--- src/rtl/ysyx_23060061_clint_if.sv ---
// AXI-Lite bus bundle between the LSU (master) and the CLINT timer (slave).
interface ysyx_23060061_clint_if;
  logic [31:0] araddr;
  logic        arvalid;
  logic        arready;
  logic [31:0] rdata;
  logic [1:0]  rresp;
  logic        rvalid;
  logic        rready;
  logic [31:0] awaddr;
  logic        awvalid;
  logic        awready;
  logic [31:0] wdata;
  logic [3:0]  wstrb;
  logic        wvalid;
  logic        wready;
  logic [1:0]  bresp;
  logic        bvalid;
  logic        bready;

  modport master (
    output araddr, arvalid, rready, awaddr, awvalid, wdata, wstrb, wvalid, bready,
    input  arready, rdata, rresp, rvalid, awready, wready, bresp, bvalid
  );

  modport slave (
    input  araddr, arvalid, rready, awaddr, awvalid, wdata, wstrb, wvalid, bready,
    output arready, rdata, rresp, rvalid, awready, wready, bresp, bvalid
  );
endinterface

--- src/rtl/ysyx_23060061_clint.sv ---
// Core-local timer (mtime/mtimecmp, mtip) behind an AXI-Lite responder.
// Optional YSYX_23060061_CLINT_SNAPSHOT_EN: reading mtime lo latches mtime hi for a tear-free hi read.
module ysyx_23060061_clint #(
  parameter logic [31:0] BASE_ADDR = 32'h0200_0000,
  parameter int unsigned DIV       = 1
) (
  input  logic                         clk,
  input  logic                         rst,
  ysyx_23060061_clint_if.slave         bus,
  output logic                         mtip
);

  localparam logic [1:0]  RESP_OKAY   = 2'b00;
  localparam logic [1:0]  RESP_SLVERR = 2'b10;
  localparam logic [31:0] DIV_M1      = 32'(DIV - 1);

  typedef enum logic {R_IDLE, R_RESP} rstate_e;
  typedef enum logic {W_IDLE, W_RESP} wstate_e;

  logic [63:0] r_mtime;
  logic [63:0] r_mtimecmp;
  logic [31:0] r_presc;
  logic        r_mtip;

  rstate_e     r_rstate;
  logic [31:0] r_rdata;
  logic [1:0]  r_rresp;

  wstate_e     r_wstate;
  logic        r_aw_held;
  logic        r_w_held;
  logic [31:0] r_awaddr;
  logic [31:0] r_wdata;
  logic [3:0]  r_wstrb;
  logic [1:0]  r_bresp;

`ifdef YSYX_23060061_CLINT_SNAPSHOT_EN
  logic [31:0] r_shadow;
`endif

  function automatic logic [31:0] merge_bytes(input logic [31:0] old_v,
                                              input logic [31:0] new_v,
                                              input logic [3:0]  strb);
    logic [31:0] res;
    res = old_v;
    for (int i = 0; i < 4; i++) begin
      if (strb[i]) res[8*i +: 8] = new_v[8*i +: 8];
    end
    return res;
  endfunction

  logic        w_ar_hs;
  logic        w_r_hs;
  logic        w_aw_hs;
  logic        w_w_hs;
  logic        w_b_hs;
  logic [31:0] w_ar_off;
  logic        w_ar_hit;
  logic [31:0] w_rd_val;
  logic [31:0] w_wr_addr;
  logic [31:0] w_wr_data;
  logic [3:0]  w_wr_strb;
  logic [31:0] w_wr_off;
  logic        w_wr_hit;
  logic        w_wr_apply;
  logic        w_mtime_wr;
  logic        w_cmp_wr;
  logic        w_tick;

  assign bus.arready = (r_rstate == R_IDLE);
  assign bus.rvalid  = (r_rstate == R_RESP);
  assign bus.rdata   = r_rdata;
  assign bus.rresp   = r_rresp;
  assign bus.awready = (r_wstate == W_IDLE) && !r_aw_held;
  assign bus.wready  = (r_wstate == W_IDLE) && !r_w_held;
  assign bus.bvalid  = (r_wstate == W_RESP);
  assign bus.bresp   = r_bresp;
  assign mtip        = r_mtip;

  assign w_ar_hs = bus.arvalid && bus.arready;
  assign w_r_hs  = bus.rvalid  && bus.rready;
  assign w_aw_hs = bus.awvalid && bus.awready;
  assign w_w_hs  = bus.wvalid  && bus.wready;
  assign w_b_hs  = bus.bvalid  && bus.bready;

  // Unsigned offset: addresses below BASE_ADDR wrap to huge values and miss the window.
  assign w_ar_off = bus.araddr - BASE_ADDR;
  assign w_ar_hit = (w_ar_off < 32'd16);

  always_comb begin
    w_rd_val = 32'd0;
    case (w_ar_off[3:2])
      2'd0: w_rd_val = r_mtime[31:0];
`ifdef YSYX_23060061_CLINT_SNAPSHOT_EN
      2'd1: w_rd_val = r_shadow;
`else
      2'd1: w_rd_val = r_mtime[63:32];
`endif
      2'd2: w_rd_val = r_mtimecmp[31:0];
      2'd3: w_rd_val = r_mtimecmp[63:32];
      default: w_rd_val = 32'd0;
    endcase
  end

  // A write applies on the edge where the later of AW/W is present, using held or live beats.
  assign w_wr_addr  = r_aw_held ? r_awaddr : bus.awaddr;
  assign w_wr_data  = r_w_held  ? r_wdata  : bus.wdata;
  assign w_wr_strb  = r_w_held  ? r_wstrb  : bus.wstrb;
  assign w_wr_off   = w_wr_addr - BASE_ADDR;
  assign w_wr_hit   = (w_wr_off < 32'd16);
  assign w_wr_apply = (r_wstate == W_IDLE) && (r_aw_held || w_aw_hs) && (r_w_held || w_w_hs);
  assign w_mtime_wr = w_wr_apply && w_wr_hit && !w_wr_off[3];
  assign w_cmp_wr   = w_wr_apply && w_wr_hit &&  w_wr_off[3];
  assign w_tick     = (r_presc == DIV_M1);

  always_ff @(posedge clk) begin
    if (rst) begin
      r_mtime    <= 64'd0;
      r_mtimecmp <= 64'hFFFF_FFFF_FFFF_FFFF;
      r_presc    <= 32'd0;
      r_mtip     <= 1'b0;
    end else begin
      r_mtip <= (r_mtime >= r_mtimecmp);
      // Software writes to mtime win over the increment and restart the prescaler.
      if (w_mtime_wr) begin
        r_presc <= 32'd0;
        if (w_wr_off[2]) r_mtime[63:32] <= merge_bytes(r_mtime[63:32], w_wr_data, w_wr_strb);
        else             r_mtime[31:0]  <= merge_bytes(r_mtime[31:0],  w_wr_data, w_wr_strb);
      end else if (w_tick) begin
        r_presc <= 32'd0;
        r_mtime <= r_mtime + 64'd1;
      end else begin
        r_presc <= r_presc + 32'd1;
      end
      if (w_cmp_wr) begin
        if (w_wr_off[2]) r_mtimecmp[63:32] <= merge_bytes(r_mtimecmp[63:32], w_wr_data, w_wr_strb);
        else             r_mtimecmp[31:0]  <= merge_bytes(r_mtimecmp[31:0],  w_wr_data, w_wr_strb);
      end
    end
  end

  always_ff @(posedge clk) begin
    if (rst) begin
      r_rstate <= R_IDLE;
      r_rdata  <= 32'd0;
      r_rresp  <= RESP_OKAY;
`ifdef YSYX_23060061_CLINT_SNAPSHOT_EN
      r_shadow <= 32'd0;
`endif
    end else begin
      case (r_rstate)
        R_IDLE: begin
          if (w_ar_hs) begin
            r_rdata  <= w_ar_hit ? w_rd_val : 32'd0;
            r_rresp  <= w_ar_hit ? RESP_OKAY : RESP_SLVERR;
            r_rstate <= R_RESP;
`ifdef YSYX_23060061_CLINT_SNAPSHOT_EN
            if (w_ar_hit && (w_ar_off[3:2] == 2'd0)) r_shadow <= r_mtime[63:32];
`endif
          end
        end
        R_RESP: begin
          if (w_r_hs) r_rstate <= R_IDLE;
        end
        default: r_rstate <= R_IDLE;
      endcase
    end
  end

  always_ff @(posedge clk) begin
    if (rst) begin
      r_wstate  <= W_IDLE;
      r_aw_held <= 1'b0;
      r_w_held  <= 1'b0;
      r_bresp   <= RESP_OKAY;
    end else begin
      case (r_wstate)
        W_IDLE: begin
          if (w_wr_apply) begin
            r_aw_held <= 1'b0;
            r_w_held  <= 1'b0;
            r_bresp   <= w_wr_hit ? RESP_OKAY : RESP_SLVERR;
            r_wstate  <= W_RESP;
          end else begin
            if (w_aw_hs) r_aw_held <= 1'b1;
            if (w_w_hs)  r_w_held  <= 1'b1;
          end
        end
        W_RESP: begin
          if (w_b_hs) r_wstate <= W_IDLE;
        end
        default: r_wstate <= W_IDLE;
      endcase
    end
  end

  // Beat payload registers carry no reset; they are only consumed when the held flags are set.
  always_ff @(posedge clk) begin
    if (w_aw_hs) r_awaddr <= bus.awaddr;
    if (w_w_hs) begin
      r_wdata <= bus.wdata;
      r_wstrb <= bus.wstrb;
    end
  end

endmodule

--- src/flat_wrapper.sv ---
// flat-port wrapper written by rule: the top's interface ports become plain ports
module ysyx_23060061_clint_flat 
#(
  parameter logic [31:0] BASE_ADDR = 32'h0200_0000,
  parameter int unsigned DIV       = 1
)
  (clk, rst, mtip, bus_araddr, bus_arvalid, bus_rready, bus_awaddr, bus_awvalid, bus_wdata, bus_wstrb, bus_wvalid, bus_bready, bus_arready, bus_rdata, bus_rresp, bus_rvalid, bus_awready, bus_wready, bus_bresp, bus_bvalid);
  ysyx_23060061_clint_if bus_i ();
  input  logic clk;
  input  logic rst;
  output logic mtip;
  input wire logic [$bits(bus_i.araddr)-1:0] bus_araddr;
  input wire logic [$bits(bus_i.arvalid)-1:0] bus_arvalid;
  input wire logic [$bits(bus_i.rready)-1:0] bus_rready;
  input wire logic [$bits(bus_i.awaddr)-1:0] bus_awaddr;
  input wire logic [$bits(bus_i.awvalid)-1:0] bus_awvalid;
  input wire logic [$bits(bus_i.wdata)-1:0] bus_wdata;
  input wire logic [$bits(bus_i.wstrb)-1:0] bus_wstrb;
  input wire logic [$bits(bus_i.wvalid)-1:0] bus_wvalid;
  input wire logic [$bits(bus_i.bready)-1:0] bus_bready;
  output wire logic [$bits(bus_i.arready)-1:0] bus_arready;
  output wire logic [$bits(bus_i.rdata)-1:0] bus_rdata;
  output wire logic [$bits(bus_i.rresp)-1:0] bus_rresp;
  output wire logic [$bits(bus_i.rvalid)-1:0] bus_rvalid;
  output wire logic [$bits(bus_i.awready)-1:0] bus_awready;
  output wire logic [$bits(bus_i.wready)-1:0] bus_wready;
  output wire logic [$bits(bus_i.bresp)-1:0] bus_bresp;
  output wire logic [$bits(bus_i.bvalid)-1:0] bus_bvalid;
  assign bus_i.araddr = bus_araddr;
  assign bus_i.arvalid = bus_arvalid;
  assign bus_i.rready = bus_rready;
  assign bus_i.awaddr = bus_awaddr;
  assign bus_i.awvalid = bus_awvalid;
  assign bus_i.wdata = bus_wdata;
  assign bus_i.wstrb = bus_wstrb;
  assign bus_i.wvalid = bus_wvalid;
  assign bus_i.bready = bus_bready;
  assign bus_arready = bus_i.arready;
  assign bus_rdata = bus_i.rdata;
  assign bus_rresp = bus_i.rresp;
  assign bus_rvalid = bus_i.rvalid;
  assign bus_awready = bus_i.awready;
  assign bus_wready = bus_i.wready;
  assign bus_bresp = bus_i.bresp;
  assign bus_bvalid = bus_i.bvalid;
  ysyx_23060061_clint #(.BASE_ADDR(BASE_ADDR), .DIV(DIV)) u_core (.clk(clk), .rst(rst), .bus(bus_i), .mtip(mtip));
endmodule
--- config.mk ---
export PLATFORM = sky130hd
export DESIGN_NAME = ysyx_23060061_clint_flat
export DESIGN_NICKNAME = d
export VERILOG_FILES = /design/src/rtl/ysyx_23060061_clint_if.sv /design/src/rtl/ysyx_23060061_clint.sv /design/src/flat_wrapper.sv
export SDC_FILE = /design/constraint.sdc
export NUM_CORES = 1
export LEC_CHECK = 0
export ABC_AREA = 1
export BUFFER_PORTS_ARGS = -buffer_cell sky130_fd_sc_hd__buf_4
export CAP_MARGIN = 20
export CORE_ASPECT_RATIO = 0.9
export CORE_MARGIN = 2
export CORE_UTILIZATION = 44
export DETAILED_ROUTE_END_ITERATION = 6
export PLACE_DENSITY = 0.69
export SLEW_MARGIN = 20
export SYNTH_ARGS = -nofsm -noshare
export SYNTH_HDL_FRONTEND = slang
export SYNTH_SLANG_ARGS = --single-unit
--- constraint.sdc ---
create_clock -name clk -period 9.7 [get_ports clk]
set_clock_uncertainty 0.15 [all_clocks]
set_input_delay 1.94 -clock clk [delete_from_list [all_inputs] [get_ports clk]]
set_output_delay 1.94 -clock clk [all_outputs]
set_load 0.05 [all_outputs]
==> flow_metrics.tcl <==
set metrics [dict create \
    grt_pass1_wl_mm 81.8 \
    timing_hold_violations_final 0 \
    hp-start "u_core.bus.rdata[7]" \
    syn_inst 2373 \
    min_to "u_core.bus.rdata[7]" \
    worst-endpoint-arrival_ns 5.12 \
    type_of_destination_of_the_critical_path "flop" \
    final_nets 2661 \
    switching_share_pct 25.8 \
    overflow 0 \
    clock-sinks 265 \
    whs_ns 0.313 \
    setup_slack_of_the_most_critical_reg_to_reg_path_ns 5.73 \
    antenna_violating_nets_post_route 0 \
    finish.utilization_pct 51.2 \
    syn2layout_area_growth_pct 15.1 \
    holdCritPathClass "reg -> reg" \
    die_ht_um 185 \
    core.rowCount 66 \
    cts.clk_slew.worst_paths_ns 0.06 \
    unrepaired_setup_endpoints_after_global_routing "no" \
    insertedDiodeCount 0 \
    grtUsageTotal_pct 27.9 \
    path_max_fanout 26 \
    reported_max_cap_violation_count 0 \
    detail_route.drc_violations 0 \
    i_o_pins 149 \
    gpl.final_weighted_congestion 0.994 \
    gr_met1_demand_resource_pct 40.6 \
    die_outline_area_um2 37800 \
    globalRouteMet3Util_pct 4.86 \
    hold_depth 2 \
    setup_tns_ns 0 \
    yosys_warnings 0 \
    timing.rr.start "u_core.r_aw_held" \
    cts.repair_timing.setup_buffer_count 0 \
    core_region_area_um2 35900 \
    dpl_worst_slack_ns 4.42 \
    p_leak_uw 0.00855 \
    yosys_reg_bits 265 \
    grt.met2_usage_pct 42.8 \
    final_critical_path_setup_slack_ns 4.89 \
    synth_sequential_area_ratio_pct 37.3 \
    outcome "completed" \
    relSlewSlack_pct 16.1 \
    cts_tree "yes" \
    postSynthAreaPerCell_um2 6.73 \
    dr_total_vias 16000 \
    io_buffer_count 142 \
    avgRoutedWirePerCell_um 17.7 \
    start_util_pct 44.5 \
    comb_power_share_pct 10.1 \
    power.density_nw_per_um2 140 \
    worstSetupStartpointType "primary input" \
    layoutNonFillerInstCount 2983 \
    grt_start_max_net_pins 81 \
    slew_violations 0 \
    worst_slew_pin_tran_ns 1.25 \
    pwr-share-clk_pct 44.0 \
    criticalPathCategory "in -> reg" \
    cts.repair.resized 0 \
    cts-hold-fix-buffers 0 \
    finalCritPeriodShare_pct 49.6 \
    ys_types 48 \
    clock_latency_ns 0.57 \
    routed_via_density 5.35 \
    p_sw_uw 663 \
    seqPwrFrac_pct 45.9 \
    max_freq_mhz 208 \
    cts-buffers-inserted 30 \
    reg2reg_depth 12 \
    critical_path_required_ns 10.01 \
    grt_pass1_vias 14600 \
    power.ir.vdd_worst_mv 0.131 \
    worstReg2RegEnd "u_core.r_mtime[25]" \
    cts.htree.levels 1 \
    internal-power_uw 1910 \
    syn_area_um2 16000 \
    post-route-min-period_ns 4.81 \
    grt_busiest_layer "met2" \
    dpl.cell_count 2929 \
    clockBufferDepth 3 \
    drive_above_1_share_pct 9.97 \
    hpwl_mm 39.9 \
    die_width_um 205 \
    antenna_found_initial 0 \
    drt-pass1-iter-count 6 \
    clock-root-buffer "sky130_fd_sc_hd__clkbuf_16" \
    report.final.setup_viol 0 \
    routed_wl_mm 52.7 \
    drt_iter0_markers 1576 \
]
-- critical path, cell delays in order --
cell and delay, ns:
sky130_fd_sc_hd__buf_4 0.12, sky130_fd_sc_hd__o21ai_1 0.22, sky130_fd_sc_hd__ha_1 0.24, sky130_fd_sc_hd__inv_1 0.06, sky130_fd_sc_hd__nand2_1 0.06, sky130_fd_sc_hd__nand3_1 0.08, sky130_fd_sc_hd__nor2_2 0.22, sky130_fd_sc_hd__nand4_4 0.46
sky130_fd_sc_hd__nand2_1 0.79, sky130_fd_sc_hd__nand3_1 0.52, sky130_fd_sc_hd__o21ai_0 0.32, sky130_fd_sc_hd__nor2_1 0.07
-- layout make-up --
| class | instances | area [µm²] |
|---|---|---|
| Tap cell | 476 | 596 |
| Timing Repair Buffer | 155 | 1160 |
| Sequential cell | 265 | 5970 |
| Multi-Input combinational cell | 1748 | 8610 |
| Fill cell | 3603 | 17500 |
| Clock inverter | 5 | 27.5 |
| Inverter | 285 | 1070 |
| Clock buffer | 49 | 948 |
-- how the worst max path moves through the flow --
stage | slack (ns) | start | endpoint
global route | 4.68 | bus_awaddr[25] | u_core.r_mtime[25]
global placement | 4.51 | bus_awaddr[25] | u_core.r_mtime[27]
detailed placement | 4.42 | bus_awaddr[25] | u_core.r_mtime[25]
CTS | 5.04 | bus_awaddr[25] | u_core.r_mtime[25]
finish | 4.89 | bus_awaddr[25] | u_core.r_mtime[25]
floorplan | 4.61 | bus_wvalid | u_core.r_wdata[0]
-- registers in the layout, summed over array words and instances, names as in the netlist, 4 cells and up --
register           flops
u_core.r_awaddr       30
u_core.bus.rdata      32
u_core.r_mtime        64
u_core.r_presc        32
u_core.r_mtimecmp     64
u_core.r_wdata        32
u_core.r_wstrb         4
-- cell families after synthesis --
kind of cell	Yosys count	share of synthesized area, %
AOI/OAI and AO/OA	296	10.8
xor gates and xnor gates	52	2.85
adders and majority gates	69	5.40
buffers and inverters	361	9.01
DFF	265	37.3
muxes	2	0.125
other	1	0.0235
and+or+nand+nor	1327	34.4
-- per-stage QoR --
stage | area, µm² | power (µW)
finish | 18400 | 2570
detailed placement | 17400 | 1460
global placement | 17400 | 1450
CTS | 18400 | 2590
floorplan | 16000 | 1350
global route | 18400 | 2660
-- power groups by stage --
stage,Combinational (µW),Clock [µW],Sequential [µW]
final,259,1130,1180
after floorplan,138,0,1210
after detailed placement,255,0,1200
after global placement,251,0,1200
after CTS,256,1150,1180
after global routing,283,1190,1180
-- Yosys cell counts, drive strengths merged --
| cell type | count | area (µm²) |
|---|---|---|
| mux2i | 2 | 20.0 |
| o21a | 3 | 22.5 |
| a21oi | 114 | 571 |
| nor3 | 44 | 225 |
| nand3 | 105 | 541 |
| dfxtp | 199 | 3980 |
| and3 | 1 | 6.26 |
| conb | 1 | 3.75 |
| o2111ai | 29 | 254 |
| o31ai | 1 | 7.51 |
| nor2 | 361 | 1380 |
| nor4 | 13 | 87.6 |
| a221oi | 3 | 26.3 |
| a21boi | 1 | 7.51 |
| and2 | 2 | 12.5 |
| or2 | 23 | 144 |
| edfxtp | 66 | 1980 |
| o21ai | 105 | 541 |
| nor3b | 5 | 37.5 |
| xor2 | 48 | 420 |
| nand3b | 7 | 52.6 |
| a31oi | 1 | 6.26 |
| nand2 | 728 | 2750 |
| clkbuf | 44 | 186 |
| nand4 | 38 | 268 |
| ha | 69 | 863 |
| o211ai | 39 | 293 |
| buf | 32 | 183 |
| xnor2 | 4 | 35.0 |
| inv | 285 | 1070 |
-- routing by layer --
layer / up-vias / wire, µm
met5: - / 0
met4: 0 / 981
met3: 75 / 4410
met2: 581 / 22500
met1: 7423 / 24800
li1: 7874 / -
-- layout by cell type, fill, tap and decap left out, types with 12 or more instances in the layout --
cell type and count:
sky130_fd_sc_hd__nand2_1 724, sky130_fd_sc_hd__nor2_1 354, sky130_fd_sc_hd__inv_1 281, sky130_fd_sc_hd__dfxtp_1 199
sky130_fd_sc_hd__buf_4 155, sky130_fd_sc_hd__a21oi_1 114, sky130_fd_sc_hd__nand3_1 101, sky130_fd_sc_hd__o21ai_0 95
sky130_fd_sc_hd__ha_1 69, sky130_fd_sc_hd__edfxtp_1 66, sky130_fd_sc_hd__xor2_1 48, sky130_fd_sc_hd__nor3_1 41
sky130_fd_sc_hd__o211ai_1 39, sky130_fd_sc_hd__nand4_1 36, sky130_fd_sc_hd__clkbuf_16 32, sky130_fd_sc_hd__o2111ai_1 29
sky130_fd_sc_hd__or2_2 22, sky130_fd_sc_hd__nor4_1 12
Note: power is estimated with default switching activity, not from simulation.
